--- src/rtl/ctrl_pkg.sv ---
// ---------------------------------------------------------------------------
// ctrl_pkg : shared encodings for the multicycle ARM control unit
// Rev 1.0
// ---------------------------------------------------------------------------
`default_nettype none

package ctrl_pkg;

  typedef enum logic [3:0] {
    FETCH    = 4'd0,
    DECODE   = 4'd1,
    MEMADR   = 4'd2,
    MEMREAD  = 4'd3,
    MEMWB    = 4'd4,
    MEMWRITE = 4'd5,
    EXECUTER = 4'd6,
    EXECUTEI = 4'd7,
    ALUWB    = 4'd8,
    BRANCH   = 4'd9
  } state_t;

  localparam logic [1:0] c_alu_add = 2'b00;
  localparam logic [1:0] c_alu_sub = 2'b01;
  localparam logic [1:0] c_alu_and = 2'b10;
  localparam logic [1:0] c_alu_orr = 2'b11;

  localparam logic [1:0] c_op_dp  = 2'b00;
  localparam logic [1:0] c_op_mem = 2'b01;
  localparam logic [1:0] c_op_br  = 2'b10;

  localparam logic [1:0] c_res_aluout    = 2'd0;
  localparam logic [1:0] c_res_data      = 2'd1;
  localparam logic [1:0] c_res_aluresult = 2'd2;

  localparam logic [1:0] c_srcb_rd2    = 2'd0;
  localparam logic [1:0] c_srcb_extimm = 2'd1;
  localparam logic [1:0] c_srcb_four   = 2'd2;

  localparam logic [3:0] c_cond_eq = 4'b0000;
  localparam logic [3:0] c_cond_ne = 4'b0001;
  localparam logic [3:0] c_cond_cs = 4'b0010;
  localparam logic [3:0] c_cond_cc = 4'b0011;
  localparam logic [3:0] c_cond_mi = 4'b0100;
  localparam logic [3:0] c_cond_pl = 4'b0101;
  localparam logic [3:0] c_cond_vs = 4'b0110;
  localparam logic [3:0] c_cond_vc = 4'b0111;
  localparam logic [3:0] c_cond_hi = 4'b1000;
  localparam logic [3:0] c_cond_ls = 4'b1001;
  localparam logic [3:0] c_cond_ge = 4'b1010;
  localparam logic [3:0] c_cond_lt = 4'b1011;
  localparam logic [3:0] c_cond_gt = 4'b1100;
  localparam logic [3:0] c_cond_le = 4'b1101;
  localparam logic [3:0] c_cond_al = 4'b1110;

  // Raw (ungated) per-state control bundle
  typedef struct packed {
    logic       nextpc;
    logic       irwrite;
    logic       adrsrc;
    logic       memw;
    logic       regw;
    logic       alusrca;
    logic       aluop;
    logic       branch;
    logic [1:0] resultsrc;
    logic [1:0] alusrcb;
  } ctrl_t;

  function automatic ctrl_t state_ctrl(input state_t s);
    ctrl_t c;
    c = '0;
    case (s)
      FETCH: begin
        c.irwrite   = 1'b1;
        c.alusrca   = 1'b1;
        c.alusrcb   = c_srcb_four;
        c.resultsrc = c_res_aluresult;
        c.nextpc    = 1'b1;
      end
      DECODE: begin
        c.alusrca   = 1'b1;
        c.alusrcb   = c_srcb_four;
        c.resultsrc = c_res_aluresult;
      end
      MEMADR:   c.alusrcb = c_srcb_extimm;
      MEMREAD:  c.adrsrc  = 1'b1;
      MEMWB: begin
        c.resultsrc = c_res_data;
        c.regw      = 1'b1;
      end
      MEMWRITE: begin
        c.adrsrc = 1'b1;
        c.memw   = 1'b1;
      end
      EXECUTER: c.aluop = 1'b1;
      EXECUTEI: begin
        c.alusrcb = c_srcb_extimm;
        c.aluop   = 1'b1;
      end
      ALUWB:    c.regw = 1'b1;
      BRANCH: begin
        c.alusrcb   = c_srcb_extimm;
        c.resultsrc = c_res_aluresult;
        c.branch    = 1'b1;
      end
      default: c = '0;
    endcase
    return c;
  endfunction

endpackage

`default_nettype wire

--- src/rtl/cond_unit.sv ---
// ---------------------------------------------------------------------------
// cond_unit : NZCV flags register, condition evaluation and held CondExR
// Rev 1.0
// ---------------------------------------------------------------------------
`default_nettype none

module cond_unit
  import ctrl_pkg::*;
(
  input  logic       clk,
  input  logic       reset,
  input  logic [3:0] cond,
  input  logic [3:0] aluflags,
  input  logic [1:0] flagw,
  input  logic       capture,
  output logic       condexr
);

  logic [3:0] r_flags;
  logic       r_condexr;
  logic       w_condex;
  logic       w_n, w_z, w_c, w_v;

  assign {w_n, w_z, w_c, w_v} = r_flags;

  always_comb begin
    w_condex = 1'b0;
    case (cond)
      c_cond_eq: w_condex = w_z;
      c_cond_ne: w_condex = ~w_z;
      c_cond_cs: w_condex = w_c;
      c_cond_cc: w_condex = ~w_c;
      c_cond_mi: w_condex = w_n;
      c_cond_pl: w_condex = ~w_n;
      c_cond_vs: w_condex = w_v;
      c_cond_vc: w_condex = ~w_v;
      c_cond_hi: w_condex = w_c & ~w_z;
      c_cond_ls: w_condex = ~w_c | w_z;
      c_cond_ge: w_condex = (w_n == w_v);
      c_cond_lt: w_condex = (w_n != w_v);
      c_cond_gt: w_condex = ~w_z & (w_n == w_v);
      c_cond_le: w_condex = w_z | (w_n != w_v);
      c_cond_al: w_condex = 1'b1;
      default:   w_condex = 1'b0;
    endcase
  end

  // CondExR is frozen after DECODE so an execute-stage flag write cannot gate its own writeback
  always_ff @(posedge clk or negedge reset) begin
    if (!reset) begin
      r_flags   <= 4'b0000;
      r_condexr <= 1'b0;
    end else begin
      if (capture)
        r_condexr <= w_condex;
      if (flagw[1] & r_condexr)
        r_flags[3:2] <= aluflags[3:2];
      if (flagw[0] & r_condexr)
        r_flags[1:0] <= aluflags[1:0];
    end
  end

  assign condexr = r_condexr;

endmodule

`default_nettype wire

--- src/rtl/multicycle_ctrl.sv ---
// ---------------------------------------------------------------------------
// multicycle_ctrl : instruction-step FSM, ALU decoder and strobe gating for
// the multicycle ARM datapath. Optional retired counter: CTRL_PERF_CNT_EN.
// Rev 1.0
// ---------------------------------------------------------------------------
`default_nettype none

module multicycle_ctrl
  import ctrl_pkg::*;
#(
  parameter int DATA_WIDTH = 32,
  parameter int CNT_WIDTH  = 32
) (
  input  logic                  clk,
  input  logic                  reset,
  input  logic [DATA_WIDTH-1:0] Instr,
  input  logic [3:0]            ALUFlags,
  output logic                  PCWrite,
  output logic                  AdrSrc,
  output logic                  MemWrite,
  output logic                  IRWrite,
  output logic                  RegWrite,
  output logic [1:0]            ResultSrc,
  output logic                  ALUSrcA,
  output logic [1:0]            ALUSrcB,
  output logic [1:0]            ALUControl,
  output logic [1:0]            ImmSrc,
  output logic [1:0]            RegSrc,
  output logic [3:0]            State
`ifdef CTRL_PERF_CNT_EN
  ,
  output logic [CNT_WIDTH-1:0]  RetiredCount
`endif
);

  state_t     r_state;
  state_t     w_next;
  ctrl_t      r_ctrl;
  logic [1:0] w_op;
  logic [5:0] w_funct;
  logic [3:0] w_rd;
  logic [3:0] w_cond;
  logic [1:0] w_alu;
  logic [1:0] w_flagw;
  logic       w_pcs;
  logic       w_condexr;
  logic       w_unused;

  assign w_cond   = Instr[31:28];
  assign w_op     = Instr[27:26];
  assign w_funct  = Instr[25:20];
  assign w_rd     = Instr[15:12];
  assign w_unused = ^{Instr[19:16], Instr[11:0]};

  always_comb begin
    w_next = FETCH;
    case (r_state)
      FETCH:  w_next = DECODE;
      DECODE: begin
        case (w_op)
          c_op_mem: w_next = MEMADR;
          c_op_dp:  w_next = w_funct[5] ? EXECUTEI : EXECUTER;
          c_op_br:  w_next = BRANCH;
          default:  w_next = FETCH;
        endcase
      end
      MEMADR:   w_next = w_funct[0] ? MEMREAD : MEMWRITE;
      MEMREAD:  w_next = MEMWB;
      EXECUTER: w_next = ALUWB;
      EXECUTEI: w_next = ALUWB;
      default:  w_next = FETCH;
    endcase
  end

  // Control bundle is decoded from the next state so it is registered alongside it
  always_ff @(posedge clk or negedge reset) begin
    if (!reset) begin
      r_state <= FETCH;
      r_ctrl  <= state_ctrl(FETCH);
    end else begin
      r_state <= w_next;
      r_ctrl  <= state_ctrl(w_next);
    end
  end

  always_comb begin
    w_alu = c_alu_add;
    if (r_ctrl.aluop) begin
      case (w_funct[4:1])
        4'b0100: w_alu = c_alu_add;
        4'b0010: w_alu = c_alu_sub;
        4'b0000: w_alu = c_alu_and;
        4'b1100: w_alu = c_alu_orr;
        default: w_alu = c_alu_add;
      endcase
    end
  end

  assign w_flagw[1] = r_ctrl.aluop & w_funct[0];
  assign w_flagw[0] = w_flagw[1] & ((w_alu == c_alu_add) | (w_alu == c_alu_sub));

  cond_unit u_cond (
    .clk      (clk),
    .reset    (reset),
    .cond     (w_cond),
    .aluflags (ALUFlags),
    .flagw    (w_flagw),
    .capture  (r_state == DECODE),
    .condexr  (w_condexr)
  );

  assign w_pcs = r_ctrl.regw & (w_rd == 4'hf);

  // Strobes are held low while reset is asserted, including the FETCH defaults
  assign PCWrite    = reset & (r_ctrl.nextpc | ((r_ctrl.branch | w_pcs) & w_condexr));
  assign IRWrite    = reset & r_ctrl.irwrite;
  assign RegWrite   = reset & r_ctrl.regw & w_condexr;
  assign MemWrite   = reset & r_ctrl.memw & w_condexr;
  assign AdrSrc     = r_ctrl.adrsrc;
  assign ResultSrc  = r_ctrl.resultsrc;
  assign ALUSrcA    = r_ctrl.alusrca;
  assign ALUSrcB    = r_ctrl.alusrcb;
  assign ALUControl = w_alu;
  assign ImmSrc     = w_op;
  assign RegSrc     = {w_op == c_op_mem, w_op == c_op_br};
  assign State      = r_state;

`ifdef CTRL_PERF_CNT_EN
  logic [CNT_WIDTH-1:0] r_retired;

  always_ff @(posedge clk or negedge reset) begin
    if (!reset)
      r_retired <= '0;
    else if ((r_state == MEMWB) || (r_state == MEMWRITE) ||
             (r_state == ALUWB) || (r_state == BRANCH))
      r_retired <= r_retired + {{(CNT_WIDTH-1){1'b0}}, 1'b1};
  end

  assign RetiredCount = r_retired;
`else
  localparam int c_unused_cnt_width = CNT_WIDTH;
`endif

endmodule

`default_nettype wire

--- config.mk ---
export PLATFORM = sky130hd
export DESIGN_NAME = multicycle_ctrl
export DESIGN_NICKNAME = d
export VERILOG_FILES = /design/src/rtl/ctrl_pkg.sv /design/src/rtl/cond_unit.sv /design/src/rtl/multicycle_ctrl.sv
export SDC_FILE = /design/constraint.sdc
export NUM_CORES = 1
export LEC_CHECK = 0
export ABC_CLOCK_PERIOD_IN_PS = 4750
export CAP_MARGIN = 20
export CORE_MARGIN = 2
export CORE_UTILIZATION = 41
export DETAILED_ROUTE_END_ITERATION = 16
export GPL_ROUTABILITY_DRIVEN = 0
export PLACE_DENSITY = 0.9
export SYNTH_ARGS = -nofsm -noshare
export SYNTH_HDL_FRONTEND = slang
export SYNTH_SLANG_ARGS = --single-unit
--- constraint.sdc ---
create_clock -name clk -period 4.75 [get_ports clk]
set_clock_uncertainty 0.15 [all_clocks]
set_input_delay 0.95 -clock clk [delete_from_list [all_inputs] [get_ports clk]]
set_output_delay 0.95 -clock clk [all_outputs]
set_load 0.005 [all_outputs]
==> results of run 1 <==
[stage by stage]
step	power, W	hold WS [ps]	setup slack (ps)
CTS	0.000703	420	997
global placement	0.000603	390	1020
detailed placement	0.000621	396	995
global route	0.000747	449	905
finish	0.000695	420	1040
floorplan	0.000495	372	2050
[cell usage after synthesis (2+ instances only)]
cell type	instances
inv_1	3
buf_4	7
nor3_1	4
and3_1	2
dfrtp_1	16
nand2b_1	2
nor2_1	8
nand3_1	3
dfstp_2	3
nor4_1	2
mux2i_1	2
a21oi_1	4
mux2_2	5
nand2_1	5
nor2b_1	4
a31oi_1	2
xnor2_1	2
a21o_1	2
o21ai_0	4
nor3b_1	3
[layer usage]
metal / global-route usage, % / vias up / wire, µm
li1: - / 440 / -
met1: 19.6 / 437 / 897
met2: 32.9 / 25 / 1290
met3: 1.88 / 5 / 109
met4: 9.76 / 0 / 58
met5: 0 / - / 0
[report_power, final]
part           switching (W)  leakage (nW)   total, W  internal (W)
Sequential         0.0000590         0.242   0.000291      0.000232
Clock              0.0000465        0.0150  0.0000793     0.0000328
Combinational       0.000138         0.360   0.000324      0.000187
[worst max-delay path, stage by stage]
cell,delay [ps]
clkdlybuf4s50_1,730
buf_4,290
and2_1,150
clkdlybuf4s50_1,490
[worst min-delay path by stage]
stage / end / startpoint / slack [ps] / cells after the start
after CTS: u_cond.r_flags[1] / u_cond.r_flags[1] / 420 / 1
final: State[1] / State[3] / 420 / 1
after floorplan: u_cond.r_flags[1] / u_cond.r_flags[1] / 370 / 1
after global routing: State[1] / State[3] / 450 / 1
after detailed placement: u_cond.r_flags[1] / u_cond.r_flags[1] / 400 / 1
after global placement: State[1] / State[3] / 390 / 1
[cell families after synthesis]
group	Yosys count	share of synthesized area, %
and+or+nand+nor	44	25.1
AOI/OAI and AO/OA	20	12.4
DFF	19	45.0
buffers and inverters	13	7.86
muxes	7	7.16
xor gates and xnor gates	3	2.47
[final cells by class]
class                   instances  area share [%]
inverters                       3           0.763
well taps                      30            2.54
flip-flops and latches         19            32.5
clock buffers                   4            1.78
multi-input cells              74            34.1
repair buffers                 42            28.3
[state kept, by name (all words and copies together) (netlist names)]
signal / count
ALUSrcA: 1
ALUSrcB: 1
AdrSrc: 1
ResultSrc: 2
State: 4
r_ctrl: 5
u_cond.condexr: 1
u_cond.r_flags: 4
==> metrics.json, run 1 <==
{
  "run_status": {
    "status": "finished clean"
  },
  "route": {
    "route.detailed.drc": 0,
    "routed_wire_length_per_instance_um": 13.7,
    "drtAntennaViolNets": 0,
    "detailedRoute.firstPassIterationCount": 4,
    "dr_total_vias": 907,
    "dr.first_iter.drc_count": 8,
    "detail_route.wirelength_um": 2360,
    "viasPerCell": 5.27
  },
  "floorplan": {
    "rows": 18,
    "core_um2": 2480,
    "die-height_um": 55.0,
    "area_of_the_die_um2": 3020,
    "die-width_um": 55.0,
    "floorplan.initialDensity_pct": 43.0,
    "design.portCount": 58
  },
  "sta": {
    "grt_setup_unrepaired": "no",
    "report.final.slew_viol_count": 0,
    "finalCriticalPeriod_ps": 3710,
    "timing.final.setup_violations": 0,
    "timing_hold_violations_final": 0,
    "timing_worst_slew_pin_value_ps": 456,
    "setup-tns-final_ps": 0,
    "max_clock_freq_ghz": 0.269,
    "min_period_over_period_pct": 78.2,
    "max_slew_headroom_pct": 69.4
  },
  "setup_path": {
    "worst_r2r_path_depth": 5,
    "critPathArrivalTime_ps": 2610,
    "path_max_fanout": 13,
    "critical_path.startpoint": "reset",
    "worstSetupEndpoint": "IRWrite",
    "worst_ep_required_time_ps": 3650,
    "crit_type": "input port to primary output",
    "reg2reg_setup_slack_ps": 2910,
    "critical_path.startpoint_type": "input port",
    "regToRegEndpoint": "ALUSrcB[0]",
    "end_kind": "primary output",
    "reg2reg_from": "State[2]"
  },
  "synthesis": {
    "synthDominantCellAreaShare_pct": 37.6,
    "yosysSeqAreaShare_pct": 45.0,
    "synth_warnings": 0,
    "yosys.cell_types.count": 43,
    "synth_area_leaders": "dfrtp_1, dfstp_2, mux2_2",
    "synth-edff-count": 0,
    "post-synth-top-area-cell": "dfrtp_1",
    "synthesis.nets": 144,
    "yosys_most_used_dff": "dfrtp_1",
    "number_of_cells_produced_by_synthesis": 106,
    "asyncSetResetFlopFracSynth_pct": 100,
    "syn-cell-area_um2": 1070,
    "synth_seq_cells": 19,
    "synthesis.area_per_instance_um2": 10.1
  },
  "clocking": {
    "cts_resized": 0,
    "numCtsBuffers": 3,
    "worst_setup_hold_path_clk_slew_ps": 100,
    "numClockSinks": 19,
    "cts-htree-levels": 1,
    "clock_tree_from_tritoncts": "yes",
    "hold_buffers": 0,
    "cts_max_path_buffers": 2,
    "clk_latency_ps": 300,
    "postCtsSetupBuffers": 0,
    "cts-root-buf": "clkbuf_4"
  },
  "place": {
    "placedInstanceArea_um2": 1450,
    "post-place-cells": 168,
    "place.port_buffers": 41,
    "dp.final_hpwl_um": 1880
  },
  "finish": {
    "multi_input_comb_area_um2": 503,
    "area_delta_synth_final_pct": 38.4,
    "register_area_um2": 479,
    "final_util_pct": 59.5,
    "final-instance-count-excl-fill": 172,
    "nNetsFinal": 181,
    "final.fill_count": 229,
    "final_common_cell": "clkdlybuf4s50_1",
    "mostFrequentLayoutCells": "clkdlybuf4s50_1, dfrtp_1, nor2_1",
    "antenna_cell_count": 0,
    "layout-drive-gt1-share_pct": 12.7,
    "post-route-cell-area_um2": 1480
  },
  "global_route": {
    "via_count_of_the_first_global_routing_pass": 892,
    "antenna_found_initial": 0,
    "global_route.usage.total_pct": 17.7,
    "grt_first_pass_wirelength_um": 3740,
    "grt.overflow.total": 0,
    "grt_start_max_net_pins": 14
  },
  "flow_run": {
    "cap_viol_max_count": 0
  },
  "power_and_ir_drop": {
    "power_density_of_the_placed_cells_nw_per_um2": 471,
    "power.leakage_nw": 0.617,
    "ir_worst_vdd_mv": 0.297
  },
  "min_path": {
    "timing.hold.worst.class": "flip-flop to flip-flop"
  }
}
No activity file was read; power rests on OpenSTA's default activity.
==> run 2, diff against run 1 <==
ABC_CLOCK_PERIOD_IN_PS = 3800   (was 4750)
CORE_UTILIZATION = 38   (was 41)
PLACE_DENSITY = 0.85   (was 0.9)
clock period = 3.8 ns   (was 4.75 ns; I/O delays follow)
==> run 2 against run 1 <==
  * Total power increased by 26%
  * Combinational power grew 25%
  * Wire length grew 2.5%
  * Design area is essentially flat
  * Utilization down 5.1 points
  * Critical endpoint is now ALUControl[0]
==> metrics.json, run 2 (synthesis gave the netlist of run 1 again) <==
{
  "clocking": {
    "numCtsBuffers": {"value": 3, "change": "unchanged"},
    "cts_resized": {"value": 0, "change": "unchanged"},
    "postCtsSetupBuffers": {"value": 0, "change": "unchanged"},
    "hold_buffers": {"value": 0, "change": "unchanged"},
    "numClockSinks": {"value": 19, "change": "unchanged"},
    "cts-htree-levels": {"value": 1, "change": "unchanged"},
    "clock_tree_from_tritoncts": "yes",
    "cts_max_path_buffers": {"value": 2, "change": "unchanged"},
    "clk_latency": {"value": 300, "unit": "ps", "change": "about the same"},
    "worst_setup_hold_path_clk_slew": {"value": 100, "unit": "ps", "change": "about the same"},
    "cts-root-buf": "clkbuf_4"
  },
  "finish": {
    "register_with_the_most_flip_flops": "r_ctrl",
    "area_delta_synth_final": {"value": 38.5, "unit": "%", "change": "about the same"},
    "layout-drive-gt1-share": {"value": 12.7, "unit": "%", "change": "unchanged"},
    "final-instance-count-excl-fill": {"value": 173, "change": "+0.58%"},
    "mostFrequentLayoutCells": "clkdlybuf4s50_1, dfrtp_1, nor2_1",
    "antenna_cell_count": {"value": 0, "change": "unchanged"},
    "nNetsFinal": {"value": 181, "change": "unchanged"},
    "post-route-cell-area": {"value": 1480, "unit": "µm²", "change": "about the same"},
    "final_common_cell": "clkdlybuf4s50_1",
    "largest_register_ffs": {"value": 5, "change": "unchanged"}
  },
  "power_and_ir_drop": {
    "switching_share": {"value": 35.4, "unit": "%", "change": "+0.39 points"},
    "switchingPower": {"value": 0.000309, "unit": "W", "change": "+27%"},
    "power_density_of_the_placed_cells": {"value": 591, "unit": "nW/µm²", "change": "+26%"},
    "share_clk_of_total_power": {"value": 11.6, "unit": "%", "change": "+0.2 points"},
    "power.leakage": {"value": 0.617, "unit": "nW", "change": "unchanged"},
    "p_int": {"value": 0.000564, "unit": "W", "change": "+25%"},
    "pwr-share-seq": {"value": 41.9, "unit": "%", "change": "about the same"},
    "ir_worst_vdd": {"value": 0.355, "unit": "mV", "change": "+19%"},
    "power_frac_comb": {"value": 46.4, "unit": "%", "change": "-0.3 points"}
  },
  "sta": {
    "max_slew_headroom": {"value": 68.9, "unit": "%", "change": "-0.50 points"},
    "max_clock_freq_ghz": 0.309,
    "finalCriticalPeriod_ps": 3230,
    "fin_worst_hold_slack": {"value": 423, "unit": "ps", "change": "+3.01 ps"},
    "min_period_over_period_pct": 85.1,
    "timing.final.setup_violations": {"value": 0, "change": "unchanged"},
    "report.final.slew_viol_count": {"value": 0, "change": "unchanged"},
    "timing_hold_violations_final": {"value": 0, "change": "unchanged"},
    "grt_setup_unrepaired": "no",
    "setup-tns-final": {"value": 0, "unit": "ps", "change": "unchanged"},
    "timing_worst_slew_pin_value": {"value": 464, "unit": "ps", "change": "+7.52 ps"}
  },
  "setup_path": {
    "timing.critical_path.depth": {"value": 5, "change": "+1"},
    "critical_path.startpoint_type": "input port",
    "critPathArrivalTime": {"value": 2320, "unit": "ps", "change": "-290 ps"},
    "critPathMostFrequentCell": "clkdlybuf4s50_1",
    "critical-path-top-delay-family": "buffers and inverters",
    "path_cells": "clkdlybuf4s50_1 > or2_2 > mux2_2 > nor2_1 > clkdlybuf4s50_1",
    "max_stage_delay": {"value": 500, "unit": "ps", "change": "-230 ps"},
    "path_max_fanout": {"value": 2, "change": "-11"},
    "worst_ep_required_time": {"value": 2890, "unit": "ps", "change": "-760 ps"},
    "crit_type": "input port to primary output",
    "cp_slowest_cell": "clkdlybuf4s50_1",
    "end_kind": "primary output",
    "path_buf_inv": {"value": 2, "change": "-1"},
    "worst_r2r_path_depth": {"value": 4, "change": "-1"}
  },
  "min_path": {
    "timing.hold.worst.class": "flip-flop to flip-flop",
    "hold-path-cell-count": {"value": 1, "change": "unchanged"}
  },
  "place": {
    "placedInstanceArea": {"value": 1450, "unit": "µm²", "change": "about the same"},
    "dp.final_hpwl": {"value": 1870, "unit": "µm", "change": "-0.94%"},
    "post-place-cells": {"value": 169, "change": "+0.60%"},
    "place.port_buffers": {"value": 41, "change": "unchanged"}
  },
  "run_status": {
    "status": "finished clean"
  },
  "flow_run": {
    "cap_viol_max_count": {"value": 0, "change": "unchanged"}
  },
  "route": {
    "route.detailed.drc": {"value": 0, "change": "unchanged"},
    "drtAntennaViolNets": {"value": 0, "change": "unchanged"},
    "viasPerCell": {"value": 5.23, "change": "-0.80%"},
    "detailedRoute.firstPassIterationCount": {"value": 6, "change": "+2"},
    "detail_route.wirelength": {"value": 2420, "unit": "µm", "change": "+2.5%"},
    "dr_total_vias": {"value": 905, "change": "-0.22%"},
    "dr.first_iter.drc_count": {"value": 12, "change": "+4"},
    "routed_wire_length_per_instance": {"value": 14.0, "unit": "µm", "change": "+2.0%"}
  },
  "floorplan": {
    "core": {"value": 2710, "unit": "µm²", "change": "+9.4%"},
    "die-width": {"value": 57.0, "unit": "µm", "change": "+3.6%"},
    "die-height": {"value": 57.0, "unit": "µm", "change": "+3.6%"},
    "design.portCount": {"value": 58, "change": "unchanged"},
    "area_of_the_die": {"value": 3250, "unit": "µm²", "change": "+7.3%"},
    "rows": {"value": 19, "change": "+1"},
    "floorplan.initialDensity": {"value": 39.3, "unit": "%", "change": "-3.7 points"}
  },
  "global_route": {
    "global_route.usage.total": {"value": 16.1, "unit": "%", "change": "-1.7 points"},
    "via_count_of_the_first_global_routing_pass": {"value": 908, "change": "+1.8%"},
    "grt_first_pass_wirelength": {"value": 4150, "unit": "µm", "change": "+11%"},
    "antenna_found_initial": {"value": 0, "change": "unchanged"},
    "grt.overflow.total": {"value": 0, "change": "unchanged"},
    "grt_start_max_net_pins": {"value": 20, "change": "+6"}
  }
}
## run 2: cell counts in the layout (fill, tap and decap cells not counted)
No cell type changed its count.
## run 2: path summary, 6_finish.rpt
kind | from | end | slack (ps)
worst max-delay path | Instr[24] | ALUControl[0] | 570
worst min-delay path | State[3] | State[1] | 420
worst max register to register | State[2] | u_cond.condexr | 1940
worst min register to register | State[3] | State[1] | 420
max in group asynchronous | reset | r_ctrl[10] | 2490
min in group asynchronous | reset | ALUSrcB[0] | 750
## run 2: metrics by stage
| step | worst slack (ps) | util [%] | power [W] |
|---|---|---|---|
| global placement | 578 | 53.5 | 0.000754 |
| detailed placement | 562 | 53.5 | 0.000776 |
| global route | 522 | 54.5 | 0.000941 |
| finish | 567 | 54.5 | 0.000873 |
| CTS | 559 | 54.5 | 0.000877 |
| floorplan | 1480 | - | 0.000619 |
## run 2: layout make-up
type	instances	area, µm²
clock buffer	4	26.3
fill	261	1230
inverter	3	11.3
multi-input combinational	74	503
sequential	19	479
tap	31	38.8
timing repair buffer	42	418
## run 2: power groups by stage
stage | logic [W] | registers (W) | clock network [W]
2_1_floorplan | 0.000271 | 0.000348 | 0
3_3_place_gp | 0.000391 | 0.000364 | 0
3_5_place_dp | 0.000406 | 0.000370 | 0
4_1_cts | 0.000410 | 0.000366 | 0.000101
5_1_grt | 0.000450 | 0.000378 | 0.000112
6_report | 0.000406 | 0.000366 | 0.000101
## run 2: layer usage
metal  track usage [%]  vias to the layer above  part of all wire [%]  routed length, µm
met5                 0                        -                     0                  0
met3              3.17                        4                   6.3                152
met2              27.8                       35                    51               1230
met4              5.65                        0                   1.1                 27
li1                  -                      440                     -                  -
met1              20.1                      426                    42               1010
